`src/rtl/uart_pkg.sv`:
```
// Shared UART transmit definitions: FSM state encoding, default bit timing and
// frame-length constants. Build option UART_TX_PARITY_EN adds an even-parity
// bit and the matching PARITY state.
package uart_pkg;

    // 100 MHz / 115200 baud
    localparam int unsigned ClksPerBitDefault = 868;
    localparam int unsigned DataBits          = 8;

`ifdef UART_TX_PARITY_EN
    localparam int unsigned FrameBits = 11;

    typedef enum logic [2:0] {
        StIdle,
        StStart,
        StData,
        StParity,
        StStop
    } uart_tx_state_e;
`else
    localparam int unsigned FrameBits = 10;

    typedef enum logic [1:0] {
        StIdle,
        StStart,
        StData,
        StStop
    } uart_tx_state_e;
`endif

    // Even parity: the parity bit makes the total count of ones even.
    function automatic logic even_parity(input logic [7:0] data);
        return ^data;
    endfunction

endpackage

```
`src/rtl/uart_fifo.sv`:
```
// Byte FIFO for the UART transmitter: circular storage, read/write pointers
// and an occupancy count. Pushes to a full FIFO and pops from an empty FIFO
// are ignored.
module uart_fifo #(
    parameter int unsigned Depth = 8,
    parameter int unsigned Width = 8
) (
    input  logic             clk_i,
    input  logic             rst_i,
    input  logic             push_i,
    input  logic [Width-1:0] data_i,
    input  logic             pop_i,
    output logic [Width-1:0] data_o,
    output logic             full_o,
    output logic             empty_o
);

    localparam int unsigned AddrW = (Depth > 1) ? $clog2(Depth) : 1;
    localparam int unsigned CntW  = AddrW + 1;

    logic [Width-1:0] mem_q [Depth];
    logic [AddrW-1:0] wr_ptr_q, wr_ptr_d;
    logic [AddrW-1:0] rd_ptr_q, rd_ptr_d;
    logic [CntW-1:0]  count_q, count_d;
    logic             do_push;
    logic             do_pop;

    assign full_o  = (count_q == CntW'(Depth));
    assign empty_o = (count_q == '0);
    // Full is judged before any same-edge pop, so a write to a full FIFO is lost.
    assign do_push = push_i & ~full_o;
    assign do_pop  = pop_i & ~empty_o;
    assign data_o  = mem_q[rd_ptr_q];

    // Next pointers and count; pointers wrap naturally since Depth is a power of two.
    always_comb begin
        wr_ptr_d = wr_ptr_q;
        rd_ptr_d = rd_ptr_q;
        count_d  = count_q;
        if (do_push) begin
            wr_ptr_d = wr_ptr_q + AddrW'(1);
        end
        if (do_pop) begin
            rd_ptr_d = rd_ptr_q + AddrW'(1);
        end
        unique case ({do_push, do_pop})
            2'b10:   count_d = count_q + CntW'(1);
            2'b01:   count_d = count_q - CntW'(1);
            default: count_d = count_q;
        endcase
    end

    // Pointer and count registers with synchronous reset.
    always_ff @(posedge clk_i) begin
        if (rst_i) begin
            wr_ptr_q <= '0;
            rd_ptr_q <= '0;
            count_q  <= '0;
        end else begin
            wr_ptr_q <= wr_ptr_d;
            rd_ptr_q <= rd_ptr_d;
            count_q  <= count_d;
        end
    end

    // Storage array; contents are only meaningful between push and pop, so no reset.
    always_ff @(posedge clk_i) begin
        if (do_push) begin
            mem_q[wr_ptr_q] <= data_i;
        end
    end

endmodule

```
`src/rtl/uart_tx_fifo.sv`:
```
// Buffered UART transmitter: byte FIFO feeding an 8N1 serialiser (8E1 when
// UART_TX_PARITY_EN is defined). Back-to-back frames have no idle gap; the
// serial line is registered, so it follows the FSM state by one clock.
module uart_tx_fifo
    import uart_pkg::*;
#(
    parameter int unsigned CLKS_PER_BIT = ClksPerBitDefault,
    parameter int unsigned FIFO_DEPTH   = 8
) (
    input  logic       CLK100MHZ,
    input  logic       rst,
    input  logic       wr_en,
    input  logic [7:0] wr_data,
    output logic       full,
    output logic       busy,
    output logic       overflow,
    output logic       uart_rxd_out
);

    localparam int unsigned BaudW = (CLKS_PER_BIT > 1) ? $clog2(CLKS_PER_BIT) : 1;
    localparam logic [BaudW-1:0] BaudReload = BaudW'(CLKS_PER_BIT - 1);
    localparam logic [2:0] LastBit = 3'(DataBits - 1);

    uart_tx_state_e   state_q, state_d;
    logic [BaudW-1:0] baud_q, baud_d;
    logic [2:0]       bit_idx_q, bit_idx_d;
    logic [7:0]       shift_q, shift_d;
`ifdef UART_TX_PARITY_EN
    logic             parity_q, parity_d;
`endif
    logic             line_q, line_d;
    logic             overflow_q, overflow_d;

    logic             fifo_pop;
    logic             fifo_full;
    logic             fifo_empty;
    logic [7:0]       fifo_head;
    logic             bit_done;

    uart_fifo #(
        .Depth (FIFO_DEPTH),
        .Width (8)
    ) u_fifo (
        .clk_i   (CLK100MHZ),
        .rst_i   (rst),
        .push_i  (wr_en),
        .data_i  (wr_data),
        .pop_i   (fifo_pop),
        .data_o  (fifo_head),
        .full_o  (fifo_full),
        .empty_o (fifo_empty)
    );

    assign bit_done     = (baud_q == '0);
    assign full         = fifo_full;
    assign busy         = ~((state_q == StIdle) & fifo_empty);
    assign overflow     = overflow_q;
    assign uart_rxd_out = line_q;

    // Sticky overflow: any write presented while full is dropped.
    assign overflow_d = overflow_q | (wr_en & fifo_full);

    // FSM next state, baud timing, shifter and FIFO pop.
    always_comb begin
        state_d   = state_q;
        baud_d    = baud_q;
        bit_idx_d = bit_idx_q;
        shift_d   = shift_q;
`ifdef UART_TX_PARITY_EN
        parity_d  = parity_q;
`endif
        fifo_pop  = 1'b0;

        unique case (state_q)
            StIdle: begin
                if (!fifo_empty) begin
                    fifo_pop = 1'b1;
                    shift_d  = fifo_head;
`ifdef UART_TX_PARITY_EN
                    parity_d = even_parity(fifo_head);
`endif
                    baud_d   = BaudReload;
                    state_d  = StStart;
                end
            end
            StStart: begin
                if (bit_done) begin
                    baud_d    = BaudReload;
                    bit_idx_d = '0;
                    state_d   = StData;
                end else begin
                    baud_d = baud_q - BaudW'(1);
                end
            end
            StData: begin
                if (bit_done) begin
                    baud_d  = BaudReload;
                    shift_d = {1'b0, shift_q[7:1]};
                    if (bit_idx_q == LastBit) begin
`ifdef UART_TX_PARITY_EN
                        state_d = StParity;
`else
                        state_d = StStop;
`endif
                    end else begin
                        bit_idx_d = bit_idx_q + 3'd1;
                    end
                end else begin
                    baud_d = baud_q - BaudW'(1);
                end
            end
`ifdef UART_TX_PARITY_EN
            StParity: begin
                if (bit_done) begin
                    baud_d  = BaudReload;
                    state_d = StStop;
                end else begin
                    baud_d = baud_q - BaudW'(1);
                end
            end
`endif
            StStop: begin
                if (bit_done) begin
                    // Chain straight into the next start bit when bytes are waiting.
                    if (!fifo_empty) begin
                        fifo_pop = 1'b1;
                        shift_d  = fifo_head;
`ifdef UART_TX_PARITY_EN
                        parity_d = even_parity(fifo_head);
`endif
                        baud_d   = BaudReload;
                        state_d  = StStart;
                    end else begin
                        state_d = StIdle;
                    end
                end else begin
                    baud_d = baud_q - BaudW'(1);
                end
            end
            default: begin
                state_d = StIdle;
            end
        endcase
    end

    // Serial line level for the current state; registered below.
    always_comb begin
        line_d = 1'b1;
        unique case (state_q)
            StIdle:   line_d = 1'b1;
            StStart:  line_d = 1'b0;
            StData:   line_d = shift_q[0];
`ifdef UART_TX_PARITY_EN
            StParity: line_d = parity_q;
`endif
            StStop:   line_d = 1'b1;
            default:  line_d = 1'b1;
        endcase
    end

    // State, timing, shifter, line and overflow registers with synchronous reset.
    always_ff @(posedge CLK100MHZ) begin
        if (rst) begin
            state_q    <= StIdle;
            baud_q     <= '0;
            bit_idx_q  <= '0;
            shift_q    <= '0;
`ifdef UART_TX_PARITY_EN
            parity_q   <= 1'b0;
`endif
            line_q     <= 1'b1;
            overflow_q <= 1'b0;
        end else begin
            state_q    <= state_d;
            baud_q     <= baud_d;
            bit_idx_q  <= bit_idx_d;
            shift_q    <= shift_d;
`ifdef UART_TX_PARITY_EN
            parity_q   <= parity_d;
`endif
            line_q     <= line_d;
            overflow_q <= overflow_d;
        end
    end

endmodule

```
`config.mk`:
```
export PLATFORM = sky130hd
export DESIGN_NAME = uart_tx_fifo
export DESIGN_NICKNAME = d
export VERILOG_FILES = /design/src/rtl/uart_pkg.sv /design/src/rtl/uart_fifo.sv /design/src/rtl/uart_tx_fifo.sv
export SDC_FILE = /design/constraint.sdc
export NUM_CORES = 1
export LEC_CHECK = 0
export BUFFER_PORTS_ARGS = -buffer_cell sky130_fd_sc_hd__buf_4
export CAP_MARGIN = 15
export CORE_ASPECT_RATIO = 1.4
export CORE_MARGIN = 5
export CORE_UTILIZATION = 30
export CTS_CLUSTER_DIAMETER = 200
export CTS_CLUSTER_SIZE = 16
export DETAILED_ROUTE_END_ITERATION = 8
export GPL_TIMING_DRIVEN = 0
export PLACE_DENSITY = 0.44
export RECOVER_POWER = 25
export SYNTH_ARGS = -nofsm -noshare
export SYNTH_HDL_FRONTEND = slang
export SYNTH_HIERARCHICAL = 1
export SYNTH_SLANG_ARGS = --single-unit
```
`constraint.sdc`:
```
create_clock -name CLK100MHZ -period 2.75 [get_ports CLK100MHZ]
set_input_delay 0.1375 -clock CLK100MHZ [delete_from_list [all_inputs] [get_ports CLK100MHZ]]
set_output_delay 0.1375 -clock CLK100MHZ [all_outputs]
set_load 0.02 [all_outputs]
```
# Word-level counts from Yosys, hierarchy flattened
# Memories as Yosys holds them, arrays and structs flattened. A register that Yosys moved wholly into a read port is not among the register bits.
# Index checks and enable logic that the tools add are counted.
classes:
  addsub: 6
  n_eq_ne: 13
  n_mux: 28
  bitwise: 8
  n_reduce_logical: 11
op_table:
  columns: ["op", "n"]
  rows:
  - ["two-way mux 10 bit", 3]
  - ["one-hot mux 10 bit (3 select lines)", 1]
  - ["two-way mux 8 bit", 3]
  - ["one-hot mux 8 bit (3 select lines)", 1]
  - ["two-way mux 3 bit", 5]
  - ["inequality test 2 bit (second input constant)", 6]
  - ["zero test 10 bit", 1]
  - ["two-way mux 2 bit", 5]
  - ["subtractor 10 x 1 -> 10 bit (second input constant)", 1]
  - ["adder 3 x 1 -> 3 bit (second input constant)", 3]
  - ["one-hot mux 2 bit (4 select lines)", 1]
  - ["one-hot mux 4 bit (2 select lines)", 1]
  - ["equality test 2 bit (second input constant)", 3]
  - ["one-hot mux 3 bit (2 select lines)", 1]
  - ["two-way mux 1 bit", 5]
  - ["AND reduction 5 bit", 1]
  - ["adder 4 x 1 -> 4 bit (second input constant)", 1]
  - ["AND 1 bit", 4]
  - ["equality test 2 x 1 -> 1 bit (second input constant)", 2]
  - ["equality test 4 bit (second input constant)", 1]
  - ["zero test 4 bit", 1]
  - ["AND reduction 4 bit", 1]
  - ["nonzero test 2 bit", 2]
  - ["OR reduction 2 bit", 2]
  - ["other kinds (9)", 11]
word_totals:
  reg_bits: 35
  ram_bits: 64
  inputBits: 11
  out_inout_bits: 4
  wordCells: 76
  memories: 1
mem_list:
  columns: ["name", "depth", "word_bits", "rd", "rd_ports_with_merged_regs", "wr", "line", "source"]
  rows:
  - ["u_fifo.mem_q", 8, 8, 1, 1, 1, "uart_fifo.sv:21", "logic [Width-1:0] mem_q [Depth];"]

# Longest topological paths before layout
depth:
  word_depth: 7
  mapped_depth: 14
  ltp_nobuf: 14

# Cells and area by module
# Netlist, hierarchy kept.
by_module_without_submodules:
  columns: ["mod", "n_inst", "cells_each", "area_each_um2", "seq_area_each_um2"]
  rows:
  - ["uart_fifo", 1, 167, 3150.5, 2182.1]
  - ["uart_tx_fifo", 1, 177, 1569.0, 500.5]

# Worst setup path before layout
# OpenSTA, ideal clock, no wires.
synth_path:
  kind: "flip-flop to flip-flop"
  from: "reg baud_q[5]"
  to: "reg u_fifo.count_q[2]"
  setup_ns: 0.071
  arrival_time_ns: 2.973
  t_required_ns: 2.679
  path_slack_ns: -0.294
  stages_incl_launch_ff: 14
  n_path_buf: 1
  synth_period_minus_slack_ns: 3.044
  path_cell_list: "dfxtp_1 -> buf_6 -> or4_4 -> nor3_1 -> a21oi_1 -> nor3_1 -> o41a_1 -> ha_1 -> xor2_1 -> ha_1 -> a21oi_1 -> xor2_1 -> or3_1 -> a21oi_1"
synth_between:
  elab_chain_cells: 6
  word_cells_on_any_way: 8
synth_lines:
  columns: ["element", "line", "source"]
  rows:
  - ["start: declaration", "uart_tx_fifo.sv:25", "logic [BaudW-1:0] baud_q, baud_d;"]
  - ["start signal: assignment", "uart_tx_fifo.sv:175", "baud_q <= baud_d;"]
  - ["zero test 10 bit (*)", "uart_tx_fifo.sv:54", "assign bit_done = (baud_q == '0);"]
  - ["two-way mux 1 bit (*)", "uart_tx_fifo.sv:123", "if (bit_done) begin"]
  - ["one-hot mux 1 bit (2 select lines) (*)", "uart_tx_fifo.sv:74", "unique case (state_q)"]
  - ["via fifo_pop", "uart_tx_fifo.sv:34", "logic fifo_pop;"]
  - ["AND 1 bit (*)", "uart_fifo.sv:32", "assign do_pop = pop_i & ~empty_o;"]
  - ["via u_fifo.do_pop", "uart_fifo.sv:26", "logic do_pop;"]
  - ["equality test 2 x 1 -> 1 bit / equality test 2 bit (equally long branches)", "uart_fifo.sv:46", "unique case ({do_push, do_pop})"]
  - ["one-hot mux 4 bit (2 select lines) / nonzero test 2 bit (equally long branches)", null, null]
  - ["end signal: assignment", "uart_fifo.sv:62", "count_q <= count_d;"]
  - ["end: declaration", "uart_fifo.sv:24", "logic [CntW-1:0] count_q, count_d;"]
# The timed path passes the listed nets; every way through them passes the cells marked *.
# A chain may end at the register's enable or synchronous reset.

# Worst setup path after layout
layout_path:
  from: "reg baud_q[8]"
  to: "reg u_fifo.count_q[2]"
# The elaborated chain is that of the path after synthesis.

==> out/summary.md <==
Run status
• **result of the run** finished, violations left
• **violated checks** negative setup slack

Logic synthesis
• **Adder-Cell Fraction of Synth Area** 3.71%
• **fraction of synthesized cell area taken by the top area cell type** 40.7%
• **EDFF count, synth** 64
• **most repeated cell in the gate-level netlist after synthesis** sky130_fd_sc_hd__edfxtp_1
• **YS warnings** 6
• **Seq cells post-synth** 102
• **commonest cells in the netlist** sky130_fd_sc_hd__edfxtp_1, sky130_fd_sc_hd__dfxtp_1, sky130_fd_sc_hd__a21oi_1
• **main area contributors after synthesis** sky130_fd_sc_hd__edfxtp_1, sky130_fd_sc_hd__dfxtp_1, sky130_fd_sc_hd__mux4_1
• **gate count of the mapped netlist** 344
• **Netlist Area Pre-Place** 4720 um^2
• **Async S/R FF share, synth** 0%
• **biggest area consumer among synthesized cells** sky130_fd_sc_hd__edfxtp_1
• **prevailing post-synth register cell** sky130_fd_sc_hd__edfxtp_1
• **dominant combinational cell family by area after synthesis** multiplexers
• **proportion of synthesized area in mux cells** 12.5%
• **complex-gate fraction of the synthesized area** 9.52%
• **post-synthesis net count** 369
• **Synth Area in Simple Gates** 12.1%
• **distinct cell type count of the synthesized netlist** 65
• **sequential element share of the synthesized area** 56.8%
• **Post-Synthesis Mean Instance Area** 13.7 um^2
• **synthesized-area fraction occupied by xor and xnor cells** 1.64%

Power
• **net switching power figure** 2.09 mW
• **cell area power density** 1050 nW/um^2
• **part of the total power dissipated in combinational logic** 42.9%
• **Lkg Pwr** 1.97 nW
• **total design power** 5.95 mW
• **worst supply voltage drop on vdd** 0.000500 V
• **proportion of total power due to net switching** 35.1%
• **sequential cell fraction of total power** 33.8%
• **cell internal power dissipation** 3.86 mW
• **clock network fraction of total power** 23.4%

Global route
• **largest net degree at the start of global routing** 19
• **via count of the first global-routing pass** 2,991
• **antenna violations before repair** 0
• **grt total ovfl** 0
• **total routing usage reported by global routing** 12.0%
• **wire length of the first global-routing pass** 16,400 um

Layout
• **Final Cell Area** 5690 um^2
• **proportion of layout cells with a drive suffix above 1** 30.1%
• **signed area change from the synthesized netlist to the final layout** 20.6%
• **number of nets at the end of the flow** 412
• **final design utilization** 36.6%
• **Filler Cells Inserted** 1,509
• **post-layout instance count excluding filler cells** 588
• **number of diodes added for antenna fixing** 0

STA
• **unrepaired setup endpoints after global routing** yes
• **post-route setup slack** -0.0550 ns
• **post-route clock skew** 0.00605 ns
• **number of setup violations in the final report** 2
• **final-report hold violation count** 0
• **slew of the pin with the lowest slew margin** 0.997 ns
• **minimum period implied by the final worst setup slack** 2.81 ns
• **max-slew violations** 0
• **period utilisation layout** 102%
• **peak clock frequency supported by timing** 0.357 GHz
• **tightest slew margin relative to the limit** 33.2%

Flow run
• **number of max-cap violations** 0

Setup path
• **endpoint type of the worst setup path** flop
• **family with the most delay on the worst path** simple AND/OR/NAND/NOR gates
• **CP startpoint kind** flop
• **Max stage delay on crit path** 0.56 ns
• **worst-path fanout max** 4
• **critical path class** flop to flop
• **critical-path cell list** or4_4 > nor3_4 > a21oi_2 > nor3_2 > o41a_1 > ha_4 > xor2_2 > ha_2 > a21oi_2 > xor2_1 > or3_1 > a21oi_2
• **arrival time of data at the critical path endpoint** 3.09 ns
• **slowest cell on the critical path** sky130_fd_sc_hd__or4_4
• **crit path buf inv count** 0
• **data required time of the critical path** 3.03 ns
• **most frequent CP cell** sky130_fd_sc_hd__a21oi_2

Die
• **area of the placeable core** 15,500 um^2
• **effective utilization at floorplan** 30.4%
• **Core Rows** 54
• **number of top-level pins** 15
• **height of the chip** 158 um
• **die width** 116 um
• **area of the die** 18,400 um^2

Placement
• **placement-stage cell area** 5140 um^2
• **half-perimeter wire length of the detailed placement result** 7020 um
• **dpl ws** -0.600 ns
• **number of buffer cells added on primary ports** 14
• **instance count after placement with tap cells included** 556
• **final RePlAce weighted congestion** 0.801

Route
• **total wire length** 10,300 um
• **routed vias** 2,980
• **number of DRC markers after the initial detailed-route iteration** 149
• **DRC errors left** 0
• **drt pass-1 iters** 4
• **post-DR wirelength/cell** 17.5 um
• **Antenna Nets Post-Route** 0
• **vias per cell** 5.07

Clocking
• **cell at the root of the clock tree** sky130_fd_sc_hd__clkbuf_16
• **number of sinks driven by the clock tree** 102
• **latest clock arrival within the worst-skew pair** 0.35 ns
• **Max H-tree Level** 3
• **Worst-path clk slew** 0.07 ns
• **buffer depth of the longest clock path** 2
• **CTS Buf Count** 9
• **clock tree from TritonCTS** done

Min path
• **path type of the worst min-delay path** input port to flop

[path summary, 6_finish.rpt]
| kind | slack, ns | cells after the start | to | startpoint |
|---|---|---|---|---|
| max | -0.06 | 12 | u_fifo/count_q[2] | baud_q[8] |
| min | 0.13 | 1 | u_fifo/mem_q[5][3] | wr_data[3] |
| max reg2reg | -0.06 | 12 | u_fifo/count_q[2] | baud_q[8] |
| min reg2reg | 0.46 | 2 | bit_idx_q[1] | bit_idx_q[1] |
[flip-flops by register name, indices dropped and copies added, names as in the netlist, named ones only]
register         cells
uart_rxd_out         1
overflow             1
state_q              2
u_fifo/wr_ptr_q      3
bit_idx_q            3
u_fifo/mem_q        64
u_fifo/count_q       4
u_fifo/rd_ptr_q      3
baud_q              10
shift_q              8
[layout by cell type (no fill, tap or decap), types with 4 or more instances in the layout]
cell type	n
sky130_fd_sc_hd__a21oi_1	18
sky130_fd_sc_hd__a21oi_2	6
sky130_fd_sc_hd__a311oi_1	6
sky130_fd_sc_hd__buf_4	24
sky130_fd_sc_hd__buf_6	11
sky130_fd_sc_hd__clkbuf_1	10
sky130_fd_sc_hd__clkbuf_16	9
sky130_fd_sc_hd__dfxtp_1	31
sky130_fd_sc_hd__dfxtp_4	5
sky130_fd_sc_hd__edfxtp_1	64
sky130_fd_sc_hd__ha_1	10
sky130_fd_sc_hd__inv_1	5
sky130_fd_sc_hd__mux2_2	8
sky130_fd_sc_hd__mux2i_1	10
sky130_fd_sc_hd__mux4_1	8
sky130_fd_sc_hd__mux4_2	8
sky130_fd_sc_hd__nand2_1	13
sky130_fd_sc_hd__nand2b_1	5
sky130_fd_sc_hd__nand3_1	6
sky130_fd_sc_hd__nor2_1	21
sky130_fd_sc_hd__nor2b_1	6
sky130_fd_sc_hd__nor3_1	4
sky130_fd_sc_hd__nor3_2	6
sky130_fd_sc_hd__o21ai_0	9
sky130_fd_sc_hd__or2_2	6
sky130_fd_sc_hd__xor2_1	5
[final cells by class]
class                           count  area [um^2]  share of cell area [%]
Tap cell                          196          245                    4.31
Inverter                            7         26.3                   0.462
Clock buffer                       10          229                    4.02
Multi-Input combinational cell    217         2000                    35.1
Clock inverter                      6         97.6                    1.71
Sequential cell                   102         2700                    47.5
Timing Repair Buffer               33          238                    4.18
Buffer                             17          156                    2.75
[logic make-up after synthesis]
family,after synthesis
AO/OA/AOI/OAI,64
XOR/XNOR,8
adder cells (fa/ha/maj),14
buffers and inverters,25
flip-flops,102
multiplexers,35
AND/OR/NAND/NOR,96
[per-stage QoR]
step,hold slack (ns),setup TNS (ns)
after detailed placement,0.372,-1.49
after global routing,0.125,-0.407
after CTS,0.00126,-0.106
after floorplan,0.236,-0.111
after global placement,0.371,-4.69
final,0.126,-0.0950
[timing repair]
| action | in CTS | in global routing |
|---|---|---|
| setup endpoints to repair | 4 | 3 |
| pin swaps | 10 | 7 |
| buffers inserted | 13 | 2 |
| resized for setup | 23 | 10 |
| hold buffers | 2 | 0 |
| hold endpoints to repair | 13 | 0 |
[power groups by stage]
stage               Combinational [mW]  Clock [mW]  Sequential, mW
floorplan                         1.74           0            2.00
global placement                  2.28           0            2.03
detailed placement                2.30           0            2.03
CTS                               2.52        1.44            2.01
global route                      2.80        1.50            2.03
finish                            2.55        1.39            2.01
[layer usage]
layer	vias to the layer above	track usage (%)	part of all wire, %
met1	1483	13.7	41
li1	1429	-	-
met5	-	0	0
met4	0	6.91	3.3
met3	20	2.24	3.0
met2	48	21.0	53
No activity file was read; power rests on OpenSTA's default activity.
